## src/rtl/clock_period_meter.sv

```systemverilog
// clock_period_meter
// Measures the toggle interval of a slow square wave in clock_in cycles.
// Reports the last half period (edge to edge, either polarity), the full
// period (sum of the last two halves), a lock flag when two consecutive halves
// match, and a timeout flag when the input stops toggling.
//
// Timing: an input transition is seen on the edge detector SYNC_STAGES+1
// cycles after it happens. The delay is the same for every edge, so measured
// intervals are unaffected. All outputs are registered and change together on
// the cycle after the edge is detected.

module clock_period_meter #(
   parameter int unsigned TIMEOUT_CYCLES = 1000000,  // 2 .. 2^32-1
   parameter int unsigned SYNC_STAGES    = 2         // 2 .. 4
) (
   input  logic        clock_in,
   input  logic        reset_n,
   input  logic        signal_in,
   input  logic        enable,
   output logic [31:0] half_period,
   output logic [31:0] full_period,
   output logic        measure_valid,
   output logic        locked,
   output logic        timeout
);

   typedef enum logic [2:0] {
      ST_IDLE     = 3'd0,  // disabled, counter parked at 0
      ST_ARM      = 3'd1,  // waiting for the first edge (not captured)
      ST_MEASURE1 = 3'd2,  // first capture pending, no previous half yet
      ST_MEASURE  = 3'd3,  // steady state, every edge captures
      ST_TMO      = 3'd4   // input stopped; next edge restarts
   } state_t;

   // Count value on the last cycle before timeout is declared.
   localparam logic [31:0] TMO_LAST = 32'(TIMEOUT_CYCLES - 32'd1);

   // ---------------------------------------------------------------------
   // Synchronizer and edge detector
   // ---------------------------------------------------------------------
   logic [SYNC_STAGES-1:0] sync_q;
   logic                   hist_q;
   logic                   edge_det;

   // Bring signal_in into the clock_in domain, then keep one history bit.
   // NOTE: sequential state uses non-blocking (<=) so every flop samples the
   // pre-edge value of its neighbour; blocking here would collapse the chain.
   always_ff @(posedge clock_in or negedge reset_n) begin
      if (!reset_n) begin
         sync_q <= '0;
         hist_q <= 1'b0;
      end else begin
         sync_q <= {sync_q[SYNC_STAGES-2:0], signal_in};
         hist_q <= sync_q[SYNC_STAGES-1];
      end
   end

   // Either polarity counts as an edge.
   assign edge_det = sync_q[SYNC_STAGES-1] ^ hist_q;

   // ---------------------------------------------------------------------
   // State and datapath registers
   // ---------------------------------------------------------------------
   state_t      state_q,   state_d;
   logic [31:0] cnt_q,     cnt_d;
   logic [31:0] half_q,    half_d;
   logic [31:0] full_q,    full_d;
   logic        valid_q,   valid_d;
   logic        locked_q,  locked_d;
   logic        timeout_q, timeout_d;

   logic [31:0] cnt_inc;   // saturating cnt+1, also the captured interval
   logic        tmo_hit;

   assign cnt_inc = (&cnt_q) ? cnt_q : cnt_q + 32'd1;
   assign tmo_hit = (cnt_q == TMO_LAST);

   // half_q doubles as the previous half period: it always holds the value
   // of the most recent capture, which is exactly what the lock compare and
   // the full-period sum need.

   // Next-state, counter and output logic.
   // NOTE: every variable gets a default before the case so no path leaves
   // one unassigned; a missed branch would otherwise infer a latch.
   always_comb begin
      state_d   = state_q;
      cnt_d     = cnt_q;
      half_d    = half_q;
      full_d    = full_q;
      valid_d   = 1'b0;
      locked_d  = locked_q;
      timeout_d = timeout_q;

      if (!enable) begin
         // Disable wins over everything: no capture on this cycle, flags
         // drop, measured values are held.
         state_d   = ST_IDLE;
         cnt_d     = '0;
         locked_d  = 1'b0;
         timeout_d = 1'b0;
      end else begin
         case (state_q)
            ST_IDLE: begin
               cnt_d   = '0;
               state_d = ST_ARM;
            end

            ST_ARM: begin
               if (edge_det) begin
                  // First edge only starts the interval count.
                  cnt_d   = '0;
                  state_d = ST_MEASURE1;
               end else begin
                  cnt_d = cnt_inc;
                  if (tmo_hit) begin
                     state_d   = ST_TMO;
                     timeout_d = 1'b1;
                     locked_d  = 1'b0;
                  end
               end
            end

            ST_MEASURE1: begin
               if (edge_det) begin
                  // No valid previous half yet: full_period is left alone.
                  half_d   = cnt_inc;
                  valid_d  = 1'b1;
                  locked_d = 1'b0;
                  cnt_d    = '0;
                  state_d  = ST_MEASURE;
               end else begin
                  cnt_d = cnt_inc;
                  if (tmo_hit) begin
                     state_d   = ST_TMO;
                     timeout_d = 1'b1;
                     locked_d  = 1'b0;
                  end
               end
            end

            ST_MEASURE: begin
               if (edge_det) begin
                  half_d   = cnt_inc;
                  full_d   = half_q + cnt_inc;   // 32-bit wrap is intended
                  valid_d  = 1'b1;
                  locked_d = (cnt_inc == half_q);
                  cnt_d    = '0;
               end else begin
                  cnt_d = cnt_inc;
                  if (tmo_hit) begin
                     state_d   = ST_TMO;
                     timeout_d = 1'b1;
                     locked_d  = 1'b0;
                  end
               end
            end

            ST_TMO: begin
               if (edge_det) begin
                  // Restart: this edge is a fresh starting point, not a
                  // capture, since the interval behind it is meaningless.
                  timeout_d = 1'b0;
                  cnt_d     = '0;
                  state_d   = ST_MEASURE1;
               end else begin
                  cnt_d = cnt_inc;
               end
            end

            default: begin
               state_d   = ST_IDLE;
               cnt_d     = '0;
               locked_d  = 1'b0;
               timeout_d = 1'b0;
            end
         endcase
      end
   end

   // Register state, counter and every output together.
   always_ff @(posedge clock_in or negedge reset_n) begin
      if (!reset_n) begin
         state_q   <= ST_IDLE;
         cnt_q     <= '0;
         half_q    <= '0;
         full_q    <= '0;
         valid_q   <= 1'b0;
         locked_q  <= 1'b0;
         timeout_q <= 1'b0;
      end else begin
         state_q   <= state_d;
         cnt_q     <= cnt_d;
         half_q    <= half_d;
         full_q    <= full_d;
         valid_q   <= valid_d;
         locked_q  <= locked_d;
         timeout_q <= timeout_d;
      end
   end

   assign half_period   = half_q;
   assign full_period   = full_q;
   assign measure_valid = valid_q;
   assign locked        = locked_q;
   assign timeout       = timeout_q;

endmodule
```

## config.mk

```make
export PLATFORM = sky130hd
export DESIGN_NAME = clock_period_meter
export DESIGN_NICKNAME = d
export VERILOG_FILES = /design/src/rtl/clock_period_meter.sv
export SDC_FILE = /design/constraint.sdc
export NUM_CORES = 1
export LEC_CHECK = 0
export CAP_MARGIN = 30
export CORE_MARGIN = 2
export CORE_UTILIZATION = 61
export DETAILED_ROUTE_END_ITERATION = 6
export GPL_TIMING_DRIVEN = 0
export PLACE_DENSITY = 0.86
export SETUP_SLACK_MARGIN = 0.3
export SLEW_MARGIN = 20
export SYNTH_ARGS = -nofsm -noshare
export SYNTH_HDL_FRONTEND = slang
export SYNTH_SLANG_ARGS = --single-unit
```

## constraint.sdc

```tcl
create_clock -name clock_in -period 12.3 [get_ports clock_in]
set_input_delay 3.69 -clock clock_in [delete_from_list [all_inputs] [get_ports clock_in]]
set_output_delay 3.69 -clock clock_in [all_outputs]
set_load 0.005 [all_outputs]
```

==> results.py, run 1 <==
metrics = {
    "timing": {
        "clock.fmax_mhz": 182,
        "rsz0062_at_grt": "false",
        "period_share_pct": 44.6,
        "setup_slack_ps": 6810,
        "fin_tns_setup_ps": 0,
        "worstMarginPinSlew_ps": 626,
        "min_period_ps": 5490,
        "setup_violations": 0,
        "finalMaxSlewViolations": 0,
        "hold_viol": 0,
        "relSlewSlack_pct": 57.9,
        "fin_skew_ps": 14.2,
    },
    "layout": {
        "design_area_um2": 7110,
        "diodes": 0,
        "drive_above_1_share_pct": 4.17,
        "layout.nets": 800,
        "utilization_pct": 73.4,
        "synthToLayoutAreaGrowth_pct": 17.7,
    },
    "clock_network": {
        "cts_made_buffers": 9,
        "post-cts-setup-buffers": 0,
        "clk_pin_slew_ps": 90,
        "clk_latency_ps": 380,
        "clock_sinks": 105,
        "cts.htree.levels": 3,
        "tritoncts": "built",
        "cts_root_buf": "clkbuf_8",
        "hold_buffers": 0,
        "ctsResizeCount": 0,
        "clk_path_buf_depth": 2,
    },
    "placed_design": {
        "place_hpwl_um": 12000,
        "io_buffers": 70,
        "gp_congestion": 0.946,
        "pre_cts_ws_ps": 6470,
        "postPlaceCellArea_um2": 6940,
    },
    "synthesis": {
        "syn_inst": 681,
        "synth.avg_cell_area_um2": 8.87,
        "synth_ff_type": "dfrtp_1",
        "synth.area.top_cells": "dfrtp_1 43%, ha_1 6.6%, nand2_1 6.5%, o21ai_0 6.2%, xnor2_1 4.2%",
        "netlist.area_leader.share_pct": 43.5,
        "synth-edff-count": 0,
        "yosysTopAreaCell": "dfrtp_1",
        "netlist_area_um2": 6040,
        "synthArstFlopShare_pct": 100,
        "yosysUniqueCellTypes": 55,
        "seq_area_frac_synth_pct": 43.5,
        "yosys_register_bits": 105,
        "syn-num-nets": 718,
        "ys_warn_count": 0,
    },
    "floorplanning": {
        "coreArea_um2": 9680,
        "die_h_um": 104,
        "die_w_um": 104,
        "initial_core_util_pct": 62.4,
        "io_pins": 71,
        "die-area_um2": 10700,
        "rows": 36,
    },
    "hold_path": {
        "hold-path-endpoint": "sync_q[1]",
        "hold_class": "register to register",
        "worstHoldStart": "sync_q[0]",
        "min_delay_path_depth": 0,
    },
    "global_routing": {
        "grt-ovfl-total": 0,
        "grt_util_all_layers_pct": 29.7,
        "antenna_found_initial": 0,
        "grt_pass1_wl_um": 25600,
        "grt_max_degree": 56,
        "grt_pass1_vias": 5128,
    },
    "detailed_routing": {
        "ant_nets": 0,
        "drt-vias-per-instance": 5.92,
        "routed_wl_um": 15200,
        "num_vias": 5332,
        "routedWlPerCell_um": 16.9,
        "drc": 0,
        "drtIter0Drc": 363,
        "drt-pass1-iter-count": 5,
    },
    "worst_setup_path": {
        "rrSetupSlack_ps": 7310,
        "r2r_end": "full_period[28]",
        "r2r_start": "cnt_q[3]",
        "critPathLaunchType": "input port",
        "r2r_cells": 18,
        "worstPathMaxFanout": 10,
        "path_class": "input port to register",
        "endpoint_kind": "register",
        "critPathRequiredTime_ps": 12550,
        "arrival_ps": 5740,
    },
    "power": {
        "finalPower_mw": 0.898,
        "p_leak_nw": 3.41,
        "power_density_nw_per_um2": 126,
        "peakVddDrop_mv": 0.0664,
    },
    "flow_run": {
        "cap_violations": 0,
    },
    "outcome": {
        "outcome": "complete, no violations",
    },
}
-- metrics by stage --
step                      hold slack (ps)  std cells
after global routing                  376        901
after floorplan                       331        681
after CTS                             372        901
final                                 370        901
after detailed placement              340        885
after global placement                336        884
-- report_power, final --
part / internal [mW] / total (mW) / switching [mW]
combinational: 0.140 / 0.266 / 0.126
sequential: 0.395 / 0.435 / 0.0402
clock: 0.0786 / 0.196 / 0.117
-- synth_stat cells, drive strengths merged (4+ instances only) --
cell type,instances
a211oi,4
a21o,12
a21oi,28
and2,4
and3,4
clkbuf,23
dfrtp,105
ha,32
inv,44
nand2,105
nand2b,5
nand3,21
nand4,15
nor2,55
nor2b,7
nor3,14
nor4,16
o21a,7
o21ai,76
o31ai,4
xnor2,30
xor2,29
-- logic make-up (layout without fill, tap and decap cells) --
logic type / count (synthesis) / in the layout / share of synthesized area (%)
buffers and inverters: 68 / 155 / 4.24
flip-flops: 105 / 105 / 43.5
multiplexers: 1 / 1 / 0.166
AND/OR/NAND/NOR: 257 / 257 / 20.4
AO/OA/AOI/OAI: 158 / 158 / 16.1
adder cells (fa/ha/maj): 33 / 33 / 6.96
XOR/XNOR: 59 / 59 / 8.67
-- layout by cell type (no fill, tap or decap), drive strengths merged, types with 2 or more instances in the layout --
| cell | synthesis | layout |
|---|---|---|
| clkbuf | 23 | 34 |
| a21o | 12 | 12 |
| xnor2 | 30 | 30 |
| a211oi | 4 | 4 |
| o31ai | 4 | 4 |
| nand4 | 15 | 15 |
| nor2b | 7 | 7 |
| a31oi | 3 | 3 |
| nor2 | 55 | 55 |
| a21boi | 2 | 2 |
| a211o | 3 | 3 |
| a2111oi | 2 | 2 |
| o21bai | 2 | 2 |
| and4 | 3 | 3 |
| o21ai | 76 | 76 |
| clkinv | 0 | 4 |
| dfrtp | 105 | 105 |
| xor2 | 29 | 29 |
| nor4 | 16 | 16 |
| or3 | 3 | 3 |
| and3 | 4 | 4 |
| o2111ai | 2 | 2 |
| buf | 1 | 3 |
| and2 | 4 | 4 |
| nor3 | 14 | 14 |
| a21oi | 28 | 28 |
| a31o | 2 | 2 |
| nand2 | 105 | 105 |
| inv | 44 | 44 |
| nand3 | 21 | 21 |
| ha | 32 | 32 |
| clkdlybuf4s50 | 0 | 69 |
| o21a | 7 | 7 |
| nand2b | 5 | 5 |
| o221ai | 2 | 2 |
| or2 | 2 | 2 |
| o211ai | 3 | 3 |
-- cell type report --
| class | count | area [um^2] |
|---|---|---|
| Buffer | 24 | 91.3 |
| Clock buffer | 11 | 141 |
| Clock inverter | 5 | 31.3 |
| Fill cell | 719 | 2570 |
| Inverter | 44 | 165 |
| Multi-Input combinational cell | 508 | 3160 |
| Sequential cell | 105 | 2630 |
| Tap cell | 133 | 166 |
| Timing Repair Buffer | 71 | 729 |
-- worst max-delay path, cell delays in order --
cell             delay [ps]
clkdlybuf4s50_1         590
nand2b_1                120
or2_2                   360
inv_1                    80
nand2_1                 100
clkbuf_1                260
a221oi_1                390
o41ai_1                 140
-- registers in the layout, summed over array words and instances, names as in the netlist, 2 cells and up --
name,flops
sync_q,2
half_period,32
state_q,3
full_period,32
cnt_q,32
-- per-layer routing --
metal / vias up / GRT usage (%) / part of all wire [%]
li1: 2531 / - / -
met1: 2536 / 41.5 / 44
met2: 220 / 47.1 / 47
met3: 45 / 4.47 / 6.1
met4: 0 / 11.4 / 2.9
met5: - / 0 / 0
-- worst max-delay path by stage --
stage,start,end,depth (start not counted)
floorplan,enable,full_period[28],7
global placement,reset_n,full_period[27],1
detailed placement,enable,full_period[16],9
CTS,enable,full_period[24],9
global route,enable,full_period[24],9
finish,enable,full_period[28],8
Note: power is estimated with default switching activity, not from simulation.
==> run 2, diff against run 1 <==
--- a/config.mk
+++ b/config.mk
@@ -7,10 +7,10 @@
 export LEC_CHECK = 0
 export CAP_MARGIN = 30
 export CORE_MARGIN = 2
-export CORE_UTILIZATION = 61
+export CORE_UTILIZATION = 51
 export DETAILED_ROUTE_END_ITERATION = 6
 export GPL_TIMING_DRIVEN = 0
-export PLACE_DENSITY = 0.86
+export PLACE_DENSITY = 0.77
 export SETUP_SLACK_MARGIN = 0.3
 export SLEW_MARGIN = 20
 export SYNTH_ARGS = -nofsm -noshare
==> constraint.sdc (replaced) <==
create_clock -name clock_in -period 4.85 [get_ports clock_in]
set_input_delay 1.455 -clock clock_in [delete_from_list [all_inputs] [get_ports clock_in]]
set_output_delay 1.455 -clock clock_in [all_outputs]
set_load 0.005 [all_outputs]
==> run 2 against run 1 <==
Worst hold slack gained 1.8 ps. Die area grew 19%. Via count decreased by 1.5%. Combinational power increased to 2.5 times the previous value. Clock skew shrank 4.3 ps. First-iteration DRC count is 8.8% higher. Wire length grew 4.1%. Critical endpoint unchanged. Largest cell class unchanged.
==> results.py, run 2 (synthesized netlist as in run 1, its figures left out) <==
metrics = {
    "outcome": {
        "outcome": "complete, no violations",
    },
    "timing": {
        "hold_viol": 0,
        "setup_violations": 0,
        "timing.hold.ws_ps": 371,
        "finalMaxSlewViolations": 0,
        "relSlewSlack_pct": 64.9,
        "clock.fmax_mhz": 229,
        "worstMarginPinSlew_ps": 525,
        "fin_skew_ps": 9.95,
        "period_share_pct": 90.2,
        "min_period_ps": 4380,
        "rsz0062_at_grt": "false",
    },
    "global_routing": {
        "grt_util_met3_pct": 3.43,
        "grt-ovfl-total": 0,
        "antenna_found_initial": 0,
        "grt_util_all_layers_pct": 25.5,
        "met1_usage_pct": 34.3,
        "busiest_layer": "met2",
        "grt_pass1_wl_um": 26000,
        "grt_max_degree": 77,
        "gr-usage-met2_pct": 42.4,
        "grt_pass1_vias": 5243,
    },
    "worst_setup_path": {
        "r2r_start": "cnt_q[26]",
        "rrSetupSlack_ps": 470,
        "cp-startpoint": "cnt_q[26]",
        "cp_num_cells": 17,
        "path_class": "register to register",
        "crit_path_top_delay_cell": "nor4_4",
        "critical-path-top-delay-family": "compound AO/OA/AOI/OAI gates",
        "arrival_ps": 4620,
        "crit_buf_inv": 2,
        "r2r_cells": 17,
        "critPathLaunchType": "register",
        "crit_path_cell_trace": "nand4_1 -> nor4_4 -> buf_4 -> a311o_2 -> nor2_1 -> xnor2_1 -> inv_1 -> ha_1 -> and4_1 -> nand2_1 -> a21oi_4 -> o2111ai_2 -> a21o_1 -> a211oi_1 -> o21ai_1 -> nor2b_1 -> o41ai_2",
        "crit_path_max_incr_delay_ps": 430,
        "worstPathMaxFanout": 7,
        "r2r_end": "full_period[28]",
        "endpoint_kind": "register",
        "critPathRequiredTime_ps": 5100,
    },
    "layout": {
        "layout_common_cells": "104 x nand2_1, 103 x dfrtp_1, 73 x o21ai_0",
        "final_common_cell": "nand2_1",
        "drive_above_1_share_pct": 8.19,
        "synthToLayoutAreaGrowth_pct": 23.5,
        "layout.nets": 813,
        "utilization_pct": 65.1,
        "diodes": 0,
    },
    "power": {
        "clockPowerShare_pct": 29.0,
        "p_comb_share_pct": 27.0,
        "p_leak_nw": 3.55,
        "peakVddDrop_mv": 0.183,
        "p_sw_mw": 0.784,
        "p_seq_share_pct": 44.0,
        "p_int_mw": 1.73,
        "netSwitchingFraction_pct": 31.2,
        "power_density_nw_per_um2": 337,
    },
    "clock_network": {
        "cts_made_buffers": 9,
        "clk_latency_ps": 360,
        "clock_sinks": 105,
        "clk_pin_slew_ps": 80,
        "cts_root_buf": "clkbuf_16",
        "clk_path_buf_depth": 2,
        "cts.htree.levels": 3,
        "tritoncts": "built",
        "hold_buffers": 0,
    },
    "floorplanning": {
        "die-area_um2": 12700,
        "rows": 39,
        "initial_core_util_pct": 52.7,
        "coreArea_um2": 11500,
        "die_h_um": 113,
        "io_pins": 71,
        "die_w_um": 113,
    },
    "placed_design": {
        "place_hpwl_um": 12000,
        "gp_congestion": 0.954,
        "io_buffers": 70,
    },
    "hold_path": {
        "min_delay_path_depth": 0,
        "worstHoldStart": "sync_q[0]",
        "hold-path-endpoint": "sync_q[1]",
        "hold_class": "register to register",
    },
    "detailed_routing": {
        "num_vias": 5254,
        "routedWlPerCell_um": 17.2,
        "routed_wl_um": 15900,
        "drt-vias-per-instance": 5.69,
        "ant_nets": 0,
        "drc": 0,
        "drtIter0Drc": 395,
        "drt-pass1-iter-count": 5,
    },
    "flow_run": {
        "cap_violations": 0,
    },
}
run 2: cell count changes in the layout (fill, tap and decap cells not counted), moves of 3 or more:
cell	delta
xor2_1	-4
buf_4	+13
clkbuf_8	-10
xor2_2	+4
inv_8	+3
clkinv_2	-3
clkbuf_16	+9
run 2: timing repair:
action	4_1_cts	5_1_grt
buffers inserted	3	10
cloned	0	0
hold endpoints to repair	0	0
resized for setup	4	22
setup endpoints to repair	8	10
pin swaps	3	5
run 2: metrics by stage:
stage | setup TNS (ps) | power [mW] | std cells | worst slack, ps | area, um^2
finish | 0 | 2.51 | 924 | 474 | 7460
global route | 0 | 2.64 | 924 | 221 | 7460
CTS | 0 | 2.52 | 914 | 310 | 7290
detailed placement | -87.3 | 1.79 | 895 | -87.3 | 6950
global placement | -159320 | 1.77 | 894 | -1520 | 6920
floorplan | 0 | 1.40 | 681 | 850 | 6040
run 2: area by class of cell:
| class | instances | area, um^2 |
|---|---|---|
| Fill cell | 919 | 4010 |
| Timing Repair Buffer | 84 | 827 |
| Clock buffer | 9 | 225 |
| Sequential cell | 105 | 2630 |
| Buffer | 24 | 92.6 |
| Inverter | 44 | 165 |
| Clock inverter | 7 | 68.8 |
| Tap cell | 143 | 179 |
| Multi-Input combinational cell | 508 | 3270 |
run 2: how the worst max path moves through the flow:
stage	to	slack, ps
after detailed placement	full_period[28]	-90
after CTS	full_period[28]	310
after global routing	full_period[28]	220
final	full_period[28]	470
after global placement	full_period[29]	-1520
after floorplan	full_period[28]	850
run 2: power by group through the flow:
stage | Clock [mW] | Sequential [mW] | Combinational, mW
final | 0.729 | 1.11 | 0.677
after global routing | 0.775 | 1.12 | 0.746
after CTS | 0.738 | 1.11 | 0.672
after detailed placement | 0 | 1.12 | 0.667
after global placement | 0 | 1.12 | 0.651
after floorplan | 0 | 1.11 | 0.288
run 2: layer usage:
metal | vias to the layer above | wire length [um]
met2 | 164 | 7600
met4 | 0 | 433
met5 | - | 0
met3 | 33 | 710
met1 | 2503 | 7120
li1 | 2554 | -
==> run 3, diff against run 2 <==
--- a/config.mk
+++ b/config.mk
@@ -7,10 +7,10 @@
 export LEC_CHECK = 0
 export CAP_MARGIN = 30
 export CORE_MARGIN = 2
-export CORE_UTILIZATION = 51
+export CORE_UTILIZATION = 58
 export DETAILED_ROUTE_END_ITERATION = 6
-export GPL_TIMING_DRIVEN = 0
-export PLACE_DENSITY = 0.77
+export DONT_BUFFER_PORTS = 1
+export PLACE_DENSITY = 0.76
 export SETUP_SLACK_MARGIN = 0.3
 export SLEW_MARGIN = 20
 export SYNTH_ARGS = -nofsm -noshare
==> run 3 against run 2 <==
Worst hold slack lost 7.0 ps. Final area down 13%. Power fell by 16%. Utilization is 1.6 points lower. Via count shrank 5.9%. Global-route usage increased by 1.2 points. Cell count shrank 11%. Wire length decreased by 7.5%. Register-to-register slack better by 99 ps. Count of clock-buffer cells in the layout did not move. Critical path type unchanged. Largest power group unchanged. Highest routed layer unchanged.
==> results.py, run 3 (synthesized netlist as in run 1, its figures left out) <==
metrics = {
    "flow_run": {
        "cap_violations": 0,
    },
    "layout": {
        "layout_common_cells": "103 x nand2_1, 103 x dfrtp_1, 73 x o21ai_0",
        "layout.nets": 719,
        "multi_input_area_um2": 3220,
        "drive_above_1_share_pct": 8.30,
        "nFillCells": 856,
        "synthToLayoutAreaGrowth_pct": 7.47,
        "regArea_um2": 2630,
        "diodes": 0,
    },
    "timing": {
        "fin_skew_ps": 13.1,
        "setup_violations": 0,
        "setup_slack_ps": 573,
        "rsz0062_at_grt": "false",
        "relSlewSlack_pct": 54.4,
        "worstMarginPinSlew_ps": 683,
        "timing.hold.ws_ps": 364,
        "period_share_pct": 88.2,
        "hold_viol": 0,
        "fin_tns_setup_ps": 0,
        "finalMaxSlewViolations": 0,
        "clock.fmax_mhz": 234,
        "min_period_ps": 4280,
    },
    "power": {
        "peakVddDrop_mv": 0.155,
        "power_density_nw_per_um2": 323,
        "p_leak_nw": 3.19,
    },
    "worst_setup_path": {
        "r2r_end": "full_period[30]",
        "worstPathMaxFanout": 6,
        "r2r_cells": 17,
        "critPathRequiredTime_ps": 5170,
        "crit_path_end": "full_period[30]",
        "endpoint_kind": "register",
        "rrSetupSlack_ps": 570,
        "arrival_ps": 4600,
        "critPathLaunchType": "register",
        "cp-startpoint": "cnt_q[6]",
        "r2r_start": "cnt_q[6]",
        "path_class": "register to register",
    },
    "global_routing": {
        "grt_max_degree": 106,
        "grt_pass1_vias": 4597,
        "grt_util_all_layers_pct": 26.7,
        "grt_pass1_wl_um": 23600,
        "grt-ovfl-total": 0,
        "antenna_found_initial": 0,
    },
    "floorplanning": {
        "die-area_um2": 11300,
        "die_w_um": 106,
        "die_h_um": 106,
        "initial_core_util_pct": 59.1,
        "rows": 37,
        "coreArea_um2": 10200,
        "io_pins": 71,
    },
    "hold_path": {
        "min_delay_path_depth": 0,
        "hold_class": "register to register",
    },
    "detailed_routing": {
        "routedWlPerCell_um": 17.8,
        "routed_wl_um": 14700,
        "drt-pass1-iter-count": 5,
        "ant_nets": 0,
        "num_vias": 4945,
        "drtIter0Drc": 401,
        "drc": 0,
        "drt-vias-per-instance": 6.01,
    },
    "placed_design": {
        "gp_congestion": 0.940,
        "place_hpwl_um": 10900,
        "io_buffers": 0,
        "pre_cts_ws_ps": 247,
    },
    "clock_network": {
        "clk_pin_slew_ps": 110,
        "clock_sinks": 105,
        "cts_root_buf": "clkbuf_8",
        "clk_path_buf_depth": 2,
        "cts_made_buffers": 9,
        "hold_buffers": 0,
        "clk_latency_ps": 390,
        "tritoncts": "built",
        "cts.htree.levels": 3,
    },
    "outcome": {
        "outcome": "complete, no violations",
    },
}
==> run 3: changes by cell type in the layout (fill, tap and decap cells not counted), moves of 9 or more <==
cell and change:
clkdlybuf4s50_1 -69, clkbuf_16 -9, clkbuf_1 -22, clkbuf_8 +9
==> run 3: worst min path at each step <==
stage	from	slack [ps]	endpoint
5_1_grt	sync_q[0]	380	sync_q[1]
4_1_cts	sync_q[0]	370	sync_q[1]
3_3_place_gp	sync_q[0]	340	sync_q[1]
6_report	sync_q[0]	360	sync_q[1]
3_5_place_dp	sync_q[0]	340	sync_q[1]
2_1_floorplan	sync_q[0]	330	sync_q[1]
==> run 3: layer usage <==
metal | up-vias | global-route usage [%] | routed length, um
li1 | 2350 | - | -
met2 | 178 | 39.6 | 6490
met3 | 32 | 4.11 | 878
met4 | 0 | 12.8 | 421
met1 | 2385 | 38.5 | 6880
met5 | - | 0 | 0
==> run 3: critical path: stages (launching register included) <==
cell	delay, ps
dfrtp_2	460
nand4_2	190
nor4_4	420
nand3_2	190
xnor2_1	330
inv_1	110
ha_1	240
inv_1	80
fa_1	190
nor2b_1	70
o31ai_1	500
a21oi_2	160
o2111ai_1	360
nand4_1	140
a311oi_1	330
o21ai_0	160
xnor2_1	140
o21ai_0	130
==> run 3: layout make-up <==
type / instances / share of cell area, %
clock buffer: 9 / 1.91
clock inverter: 7 / 1.29
inverter: 44 / 2.54
multi-input combinational: 508 / 49.5
sequential: 105 / 40.5
tap: 136 / 2.62
timing repair buffer: 14 / 1.62
==> run 3: through the flow <==
stage	total power [mW]	std cells	utilization (%)	cell area, um^2
2_1_floorplan	1.40	681	-	6040
3_3_place_gp	1.52	802	60.5	6190
3_5_place_dp	1.53	802	60.6	6200
4_1_cts	2.11	818	62.6	6400
5_1_grt	2.20	823	63.5	6490
6_report	2.10	823	63.5	6490
==> run 3: report_power, final <==
part / internal [mW] / switching (mW) / leakage, nW
combinational: 0.150 / 0.232 / 1.68
sequential: 1.00 / 0.132 / 1.41
clock: 0.249 / 0.332 / 0.103
total: 1.40 / 0.696 / 3.19
==> run 3: timing repair <==
item / in CTS / in global routing
buffers inserted: 0 / 5
resized for setup: 0 / 14
pin swaps: 1 / 7
setup endpoints to repair: 2 / 12
